==> src/rtl/reduction_pkg.sv <==
// Shared constants, FSM state type and saturation limits for the reduction tree.
// The REDUCTION_SAT_EN macro enables saturating arithmetic in the users of this package.
package reduction_pkg;

  localparam int LANES_DEF     = 8;
  localparam int dwidth_double = 64;

  localparam logic [dwidth_double-1:0] SAT_MAX_D =
    {1'b0, {(dwidth_double-1){1'b1}}};
  localparam logic [dwidth_double-1:0] SAT_MIN_D =
    {1'b1, {(dwidth_double-1){1'b0}}};

  typedef enum logic {
    IDLE  = 1'b0,
    ACCUM = 1'b1
  } red_state_e;

  // Limits for a w-bit signed lane, w <= dwidth_double
  function automatic logic [dwidth_double-1:0] sat_lim(
    input logic neg,
    input int   w
  );
    return neg ? (SAT_MIN_D >> (dwidth_double - w))
               : (SAT_MAX_D >> (dwidth_double - w));
  endfunction

endpackage

==> src/rtl/reduce_add_stage.sv <==
// One registered level of the adder tree: PAIRS pairwise sums plus valid/last pipe.
// Defining REDUCTION_SAT_EN turns the adders into signed saturating adders.
module reduce_add_stage
  import reduction_pkg::*;
#(
  parameter int PAIRS  = 4,
  parameter int DWIDTH = dwidth_double
) (
  input  logic                      clk,
  input  logic                      rst,
  input  logic [2*PAIRS*DWIDTH-1:0] in_data,
  input  logic                      in_valid,
  input  logic                      in_last,
  output logic [PAIRS*DWIDTH-1:0]   out_data,
  output logic                      out_valid,
  output logic                      out_last
);

`ifdef REDUCTION_SAT_EN
  localparam logic [DWIDTH-1:0] SAT_MAX =
    DWIDTH'(sat_lim(1'b0, DWIDTH));
  localparam logic [DWIDTH-1:0] SAT_MIN =
    DWIDTH'(sat_lim(1'b1, DWIDTH));
`endif

  function automatic logic [DWIDTH-1:0] add2(
    input logic [DWIDTH-1:0] a,
    input logic [DWIDTH-1:0] b
  );
    logic [DWIDTH-1:0] s;
    s = a + b;
`ifdef REDUCTION_SAT_EN
    if (a[DWIDTH-1] == b[DWIDTH-1] &&
        s[DWIDTH-1] != a[DWIDTH-1])
      s = a[DWIDTH-1] ? SAT_MIN : SAT_MAX;
`endif
    return s;
  endfunction

  logic [PAIRS*DWIDTH-1:0] data_d, data_q;
  logic                    valid_d, valid_q;
  logic                    last_d, last_q;

  // Sums only load on valid beats so bubbles leave the level untouched
  always_comb begin
    data_d  = data_q;
    valid_d = in_valid;
    last_d  = in_valid & in_last;
    if (in_valid) begin
      for (int p = 0; p < PAIRS; p++) begin
        data_d[p*DWIDTH +: DWIDTH] =
          add2(in_data[2*p*DWIDTH +: DWIDTH],
               in_data[(2*p+1)*DWIDTH +: DWIDTH]);
      end
    end
  end

  always_ff @(posedge clk or negedge rst) begin
    if (!rst) begin
      data_q  <= '0;
      valid_q <= 1'b0;
      last_q  <= 1'b0;
    end else begin
      data_q  <= data_d;
      valid_q <= valid_d;
      last_q  <= last_d;
    end
  end

  assign out_data  = data_q;
  assign out_valid = valid_q;
  assign out_last  = last_q;

endmodule

==> src/rtl/reduction_tree_acc_int.sv <==
// Multi-lane integer reduction: log2(LANES) adder levels feeding a beat accumulator.
// Defining REDUCTION_SAT_EN makes every adder signed-saturating.
module reduction_tree_acc_int
  import reduction_pkg::*;
#(
  parameter int LANES  = LANES_DEF,
  parameter int DWIDTH = dwidth_double,
  parameter int CWIDTH = 16
) (
  input  logic                    clk,
  input  logic                    rst,
  input  logic [LANES*DWIDTH-1:0] inp1,
  input  logic                    in_valid,
  input  logic                    in_last,
  output logic [DWIDTH-1:0]       out1,
  output logic                    out_valid,
  output logic [CWIDTH-1:0]       out_count,
  output logic                    busy
);

  localparam int S  = $clog2(LANES);
  localparam int NL = 2*LANES - 1;

`ifdef REDUCTION_SAT_EN
  localparam logic [DWIDTH-1:0] SAT_MAX =
    DWIDTH'(sat_lim(1'b0, DWIDTH));
  localparam logic [DWIDTH-1:0] SAT_MIN =
    DWIDTH'(sat_lim(1'b1, DWIDTH));
`endif

  function automatic logic [DWIDTH-1:0] add2(
    input logic [DWIDTH-1:0] a,
    input logic [DWIDTH-1:0] b
  );
    logic [DWIDTH-1:0] s;
    s = a + b;
`ifdef REDUCTION_SAT_EN
    if (a[DWIDTH-1] == b[DWIDTH-1] &&
        s[DWIDTH-1] != a[DWIDTH-1])
      s = a[DWIDTH-1] ? SAT_MIN : SAT_MAX;
`endif
    return s;
  endfunction

  // All tree levels packed back to back: level k starts at lane 2L-2(L>>k)
  logic [NL*DWIDTH-1:0] tree;
  logic [S:0]           lv;
  logic [S:0]           ll;

  assign tree[LANES*DWIDTH-1:0] = inp1;
  assign lv[0] = in_valid;
  assign ll[0] = in_valid & in_last;

  for (genvar k = 0; k < S; k++) begin : g_stage
    localparam int PAIRS = LANES >> (k+1);
    localparam int OI = (2*LANES - 2*(LANES >> k))*DWIDTH;
    localparam int OO = (2*LANES - 2*PAIRS)*DWIDTH;
    reduce_add_stage #(
      .PAIRS (PAIRS),
      .DWIDTH(DWIDTH)
    ) u_stage (
      .clk      (clk),
      .rst      (rst),
      .in_data  (tree[OI +: 2*PAIRS*DWIDTH]),
      .in_valid (lv[k]),
      .in_last  (ll[k]),
      .out_data (tree[OO +: PAIRS*DWIDTH]),
      .out_valid(lv[k+1]),
      .out_last (ll[k+1])
    );
  end

  logic [DWIDTH-1:0] t_data;
  logic              t_valid;
  logic              t_last;

  assign t_data  = tree[NL*DWIDTH-1 -: DWIDTH];
  assign t_valid = lv[S];
  assign t_last  = ll[S];

  red_state_e        state_q, state_d;
  logic [DWIDTH-1:0] acc_q, acc_d;
  logic [DWIDTH-1:0] out1_q, out1_d;
  logic [DWIDTH-1:0] sum;
  logic [CWIDTH-1:0] cnt_q, cnt_d, cnt_nx;
  logic [CWIDTH-1:0] oc_q, oc_d;
  logic              ov_q, ov_d;

  always_ff @(posedge clk or negedge rst) begin
    if (!rst) begin
      state_q <= IDLE;
      acc_q   <= '0;
      cnt_q   <= '0;
      out1_q  <= '0;
      oc_q    <= '0;
      ov_q    <= 1'b0;
    end else begin
      state_q <= state_d;
      acc_q   <= acc_d;
      cnt_q   <= cnt_d;
      out1_q  <= out1_d;
      oc_q    <= oc_d;
      ov_q    <= ov_d;
    end
  end

  always_comb begin
    state_d = state_q;
    if (t_valid)
      state_d = t_last ? IDLE : ACCUM;
  end

  // IDLE means no partial sum, so the first beat starts from zero
  always_comb begin
    sum    = add2((state_q == IDLE) ? '0 : acc_q, t_data);
    cnt_nx = (state_q == IDLE) ? CWIDTH'(1)
           : (&cnt_q) ? cnt_q : cnt_q + 1'b1;
    acc_d  = acc_q;
    cnt_d  = cnt_q;
    out1_d = out1_q;
    oc_d   = oc_q;
    ov_d   = 1'b0;
    if (t_valid) begin
      if (t_last) begin
        out1_d = sum;
        oc_d   = cnt_nx;
        ov_d   = 1'b1;
        acc_d  = '0;
        cnt_d  = '0;
      end else begin
        acc_d  = sum;
        cnt_d  = cnt_nx;
      end
    end
  end

  assign out1      = out1_q;
  assign out_count = oc_q;
  assign out_valid = ov_q;
  assign busy      = (state_q == ACCUM) | (|lv[S:1]);

endmodule

==> config.mk <==
export PLATFORM = sky130hd
export DESIGN_NAME = reduction_tree_acc_int
export DESIGN_NICKNAME = d
export VERILOG_FILES = /design/src/rtl/reduction_pkg.sv /design/src/rtl/reduce_add_stage.sv /design/src/rtl/reduction_tree_acc_int.sv
export SDC_FILE = /design/constraint.sdc
export NUM_CORES = 2
export LEC_CHECK = 0
export ABC_AREA = 1
export BUFFER_PORTS_ARGS = -buffer_cell sky130_fd_sc_hd__buf_4
export CAP_MARGIN = 10
export CORE_MARGIN = 5
export CORE_UTILIZATION = 57
export CTS_CLUSTER_SIZE = 24
export DETAILED_ROUTE_END_ITERATION = 7
export GPL_ROUTABILITY_DRIVEN = 0
export PLACE_DENSITY = 0.8
export SLEW_MARGIN = 20
export SYNTH_ARGS = -nofsm -noshare
export SYNTH_HDL_FRONTEND = slang
export SYNTH_SLANG_ARGS = --single-unit
==> constraint.sdc <==
create_clock -name clk -period 2.92 [get_ports clk]
set_clock_uncertainty 0.1 [all_clocks]
set_input_delay 0.146 -clock clk [delete_from_list [all_inputs] [get_ports clk]]
set_output_delay 0.146 -clock clk [all_outputs]
set_load 0.02 [all_outputs]
# Word level (Yosys, flattened, before mapping)

Cells that the tools add are included.

Register bits: 616
Latch bits: 0
RAM bits: 0
Memory bits (read-only): 0
Input bits: 516
Output and inout bits: 82
Word-level logic and storage cells: 40
Memories: 0

$add $sub $neg: 9
$mul: 0
Divide/modulo/power cells: 0
Magnitude comparators: 0
Equal/unequal tests: 0
Shift operators: 0
Mux-type cells: 8
Bitwise operators: 5
Reductions and logical operators: 3

Operators by type and width:

| kind                                          | number |
|---|---|
| adder 64 bit                                  | 8 |
| two-way mux 64 bit                            | 2 |
| two-way mux 16 bit                            | 3 |
| adder 16 x 1 -> 16 bit, second input constant | 1 |
| AND reduction 16 bit                          | 1 |
| bitwise AND 1 bit                             | 4 |
| two-way mux 1 bit                             | 3 |
| OR reduction 3 bit                            | 1 |
| AND reduction 2 bit                           | 1 |
| bitwise OR 1 bit                              | 1 |

# Logic depth before layout (Yosys ltp)

Word-level depth: 4
Gate-level depth with buffers: 20
Mapped depth without buffers: 18

# Cells and area by module

From an unflattened synthesis, not the netlist that was laid out.

Cells, all modules: 12531
Area, all modules: 69723.1 sq um

Modules (own cells, without submodules):

| module                                | instances | cells an instance | area each (sq um) | seq. area each (sq um) |
|---|---|---|---|---|
| reduce_add_stage (g_stage[0].u_stage) | 1         | 5966              | 32433.6           | 6456.2 |
| reduce_add_stage (g_stage[1].u_stage) | 1         | 2984              | 16298.1           | 3253.1 |
| reduction_tree_acc_int                | 1         | 2081              | 12804.8           | 4053.9 |
| reduce_add_stage (g_stage[2].u_stage) | 1         | 1500              | 8186.6            | 1651.6 |

# Worst setup path after synthesis

OpenSTA, ideal clock, no wires.

Kind: register to register
Start: register state_q
End: register out1_q[52], in the netlist out1[52]
Setup time: 118 ps
Arrival time: 2495 ps
Required time: 2702 ps
Setup slack: 207 ps
Stages on the path, launching flop included: 20
Buffers on the path: 2
Period minus slack after synthesis: 2713 ps
Cells stage by stage: dfrtp_1 -> clkbuf_1 -> clkbuf_1 -> nand2_1 -> inv_1 -> ha_1 -> inv_1 -> fa_1 -> inv_1 -> nand3_1 -> nand3_1 -> nand3_1 -> nand3_1 -> nand2_1 -> nand2_1 -> nand2_1 -> nand2_1 -> nand2_1 -> nand3_1 -> nand2_1

Longest elaborated chain between the ends: 2

Ends and longest elaborated chain:

| what                     | line                          | RTL |
|---|---|---|
| start: declaration       | reduction_tree_acc_int.sv:81  | `red_state_e state_q, state_d;` |
| start signal: assignment | reduction_tree_acc_int.sv:98  | `state_q <= state_d;` |
| two-way mux 64 bit       | reduction_tree_acc_int.sv:115 | `sum = add2((state_q == IDLE) ? '0 : acc_q, t_data);` |
| adder 64 bit             | reduction_tree_acc_int.sv:36  | `s = a + b;` |
| end signal: assignment   | reduction_tree_acc_int.sv:101 | `out1_q <= out1_d;` |
| end: declaration         | reduction_tree_acc_int.sv:83  | `logic [DWIDTH-1:0] out1_q, out1_d;` |

No other way between the ends.
A chain may end at the register's enable or synchronous reset.

# Worst setup path after layout

Start: register state_q
End: register out1_q[48], in the netlist out1[48]

The elaborated chain is that of the path after synthesis.

==> results by stage <==
Power:
- Of the total power, combinational logic draws 61.9%.
- The clock share of power is 14.5%.
- Net switching is 51.8% of the power.
- Across the VDD grid, the largest voltage drop is 0.810 mV.
- The internal power contribution is 0.0292 W.
- For this design the ratio of total power to cell area is 743 mW/mm².
- The total power is 0.0605 W.
- The sequential cell fraction of total power is 23.6%.
- The switching power of the nets is 0.0313 W.
- The standby leakage power is 51.0 nW.

CTS:
- The TritonCTS sink count is 616.
- The longest clock path from root to sink contains 3 buffers.
- The root buffer cell chosen for the clock tree is clkbuf_16.
- The total number of H-tree levels is 3.
- Clock-pin slew was measured on the worst setup and hold paths at 0.06 ns.
- TritonCTS built the clock tree.
- Clock latency on the worst-skew pair, taken at its later pin, is 0.64 ns.
- The number of CTS-inserted buffers is 68.
- The number of setup buffers added after CTS is 0.

Critical path:
- The element type at the critical path end is a flop.
- The arrival time of data at the critical path endpoint is 3.21 ns.
- The path type of the worst setup path is flop to flop.
- In this run the worst path has a maximum fanout of 56.
- STA classifies the critical path startpoint as a flop.
- At the worst endpoint, the required time is 3.33 ns.

Synth:
- The count of flip-flops with a built-in enable after synthesis is 0.
- The total of flip-flops plus latches after synthesis is 616.
- The cell taking the most area after synthesis is nand2_1.
- The fraction of synthesized cell area taken by the top area cell type is 32.2%.
- The most frequently used flop master after synthesis is dfrtp_1.
- The Yosys step of the flow raised 0 warnings.
- After synthesis, the cell types taking the most area are nand2_1, dfrtp_1, inv_1.
- The number of nets handed over by synthesis was 13700.
- The share of synthesized area occupied by flip-flops and latches is 22.2%.
- Counting distinct cell types in the post-synthesis netlist gives 39.
- The mapped netlist covers 0.0695 mm².
- The fraction of registers with async set or reset after synthesis is 100%.
- After synthesis, the mean cell area works out to 5.47 µm².
- Synthesis handed over a netlist of 12700 instances.

STA:
- The count of final setup violators is 0.
- The slew of the pin with the lowest slew margin is 1.08 ns.
- Timing would allow up to 357 MHz.
- The worst pin sits at a relative slew slack of 27.7%.
- In the final timing run, aggregate negative setup slack is 0 ns.
- The smallest clock period supported by the final layout is computed as 2.80 ns.
- Dividing the final minimum period by the clock period gives 96.0%.
- The max-slew violation count came to 0.
- The final-report hold violation count is 0.

Layout:
- Relative to the synthesized area, the layout overhead comes to 17.1%.
- Leaving out fill and tap cells, the most frequent cell in the layout is nand2_1.
- The finished layout cell area is 0.0813 mm².
- The share of post-route cells with drive strength above 1 is 6.83%.
- At the end of the flow, the number of nets in the layout was 14600.
- At the end of the flow the core is filled with cells to 67.0%.
- In the layout the commonest cells are nand2_1, inv_1, nor2_1, nand3_1, buf_4.
- Leaving out filler cells and counting taps, the final layout contains 15300.

GRT:
- Entering global routing, the biggest net connects 122 pins.
- The sum of overflow across all layers after global routing is 0.
- The initial antenna violation count is 3.
- The number of global-route vias before repair is 75300.
- The wire length of the first global-routing pass is 384 mm.
- The overall track demand over capacity in global routing is 36.3%.

Die:
- The overall die area is 0.129 mm².
- After floorplanning, the core was divided into 128 placement rows.
- The core area is 0.121 mm².
- The die is 359 µm wide.
- The initial cell density of the core is 57.2%.
- The I/O pin count is 598.
- The vertical die dimension is 359 µm.

Drt:
- The remaining antenna violation count after routing is 0.
- Wires add up to 244 mm.
- Dividing the detail-routed via count by the number of cells gives 5.28.
- In the routed design, unresolved DRC markers number 3.
- After detailed routing, the average wire length per cell comes to 16.0 µm.
- Before antenna repair, the detailed router went through 8 iterations.
- The overall via count from detail_route is 80600.
- The number of design-rule violations left by the first detailed-router iteration is 9253.

Run status:
- The flow ran to the end, but the final reports show violations.
- The final reports fail on DRC.

Placement:
- The instance count after placement with tap cells included is 14800.
- The placed standard-cell area is 0.0761 mm².
- The count of buffers added on input and output ports is 597.
- The total half-perimeter wirelength after legalization and detailed placement is 198 mm.

Worst hold path:
- The classification of the worst-slack hold path is input pin to flop.

Run:
- Max-cap violations in this run came to 0.
## state kept, by name, indices dropped and copies added, names as in the netlist
register,flops
acc_q,64
cnt_q,16
g_stage.u_stage.out_data,448
g_stage.u_stage.out_last,3
g_stage.u_stage.out_valid,3
out1,64
out_count,16
out_valid,1
state_q,1
## critical path, cell delays in order (launching register included)
cell,delay (ns)
dfrtp_2,0.43
buf_12,0.19
buf_4,0.21
nand2_1,0.06
inv_1,0.04
ha_2,0.38
nand2_1,0.12
nor2_1,0.17
inv_1,0.08
nor2_1,0.17
nand2_1,0.11
nor2_1,0.16
nand2_1,0.12
nand3_1,0.11
nand2_1,0.07
nand3_1,0.07
nand2_1,0.06
## kinds of logic (layout without fill, tap and decap cells)
| logic type | after synthesis | after routing | share of synthesized area, % |
|---|---|---|---|
| compound gates | 671 | 671 | 4.97 |
| buf+inv | 2908 | 3837 | 15.8 |
| flops | 616 | 616 | 22.2 |
| xor+xnor | 219 | 219 | 2.76 |
| simple gates | 7780 | 7780 | 45.0 |
| fa+ha+maj | 513 | 513 | 9.33 |
| other cells | 0 | 1 | 0 |
## path summary, 6_finish.rpt
kind                                             start                          endpoint  slack (ns)  depth (start not counted)
setup / recovery                               state_q                          out1[48]        0.12                         16
hold / removal                               inp1[459]  g_stage[0].u_stage.out_data[203]        0.01                          4
setup reg to reg                               state_q                          out1[48]        0.12                         16
hold reg to reg            g_stage[1].u_stage.out_last       g_stage[2].u_stage.out_last        0.34                          2
max in group asynchronous                          rst  g_stage[0].u_stage.out_data[125]        1.42                          4
min in group asynchronous                          rst       g_stage[0].u_stage.out_last        0.47                          3
## metrics by stage
stage | setup WS [ns] | hold slack, ns
2_1_floorplan | 0.207 | -0.250
3_3_place_gp | 0.184 | 0.0431
6_report | 0.116 | 0.0103
4_1_cts | 0.133 | 0.000157
5_1_grt | -0.0196 | 0.0170
3_5_place_dp | 0.138 | 0.0467
## power groups by stage
stage          sequential (W)  clock (W)  combinational, W
3_3_place_gp           0.0142          0            0.0347
2_1_floorplan          0.0132          0            0.0249
6_report               0.0143    0.00874            0.0374
5_1_grt                0.0144    0.00924            0.0416
3_5_place_dp           0.0142          0            0.0356
4_1_cts                0.0141    0.00886            0.0363
## cell usage after synthesis (2+ instances only)
| cell type | count |
|---|---|
| nand2_1 | 5960 |
| inv_1 | 2756 |
| nor2_1 | 773 |
| nand3_1 | 683 |
| dfrtp_1 | 616 |
| ha_1 | 505 |
| a21oi_1 | 344 |
| o21ai_0 | 259 |
| xnor2_1 | 204 |
| nand3b_1 | 103 |
| clkbuf_1 | 94 |
| nor3_1 | 75 |
| nor3_2 | 36 |
| buf_2 | 33 |
| nor2_2 | 31 |
| nand2_2 | 30 |
| o21ai_1 | 26 |
| or2_2 | 26 |
| nand4_1 | 20 |
| o21bai_1 | 16 |
| nand3_2 | 15 |
| xor2_1 | 15 |
| inv_2 | 13 |
| buf_1 | 12 |
| and2_1 | 10 |
| o22ai_1 | 9 |
| fa_1 | 8 |
| nor4_1 | 7 |
| o21a_1 | 5 |
| a21boi_0 | 4 |
| or2_1 | 4 |
| a21boi_1 | 3 |
| nor2_4 | 3 |
| a31oi_1 | 2 |
| nor3_4 | 2 |
| o211ai_1 | 2 |
## cell type report
cell class	instances	area, µm²
Antenna cell	1	2.50
Clock buffer	90	1910
Clock inverter	29	318
Fill cell	11200	40100
Inverter	2769	10400
Multi-Input combinational cell	9183	43100
Sequential cell	616	15400
Tap cell	1625	2030
Timing Repair Buffer	949	8120
## timing repair
item / in CTS / in global routing
hold buffers: 299 / 1
setup endpoints to repair: 0 / 30
hold endpoints to repair: 470 / 1
gates resized for setup: 0 / 14
## routing by layer
layer	GRT usage, %	vias up	share of wire [%]
li1	-	39600	-
met1	47.6	35800	40
met2	58.2	4394	43
met3	6.89	844	11
met4	16.7	6	5.4
met5	0	-	0.016
Note: power is estimated with default switching activity, not from simulation.
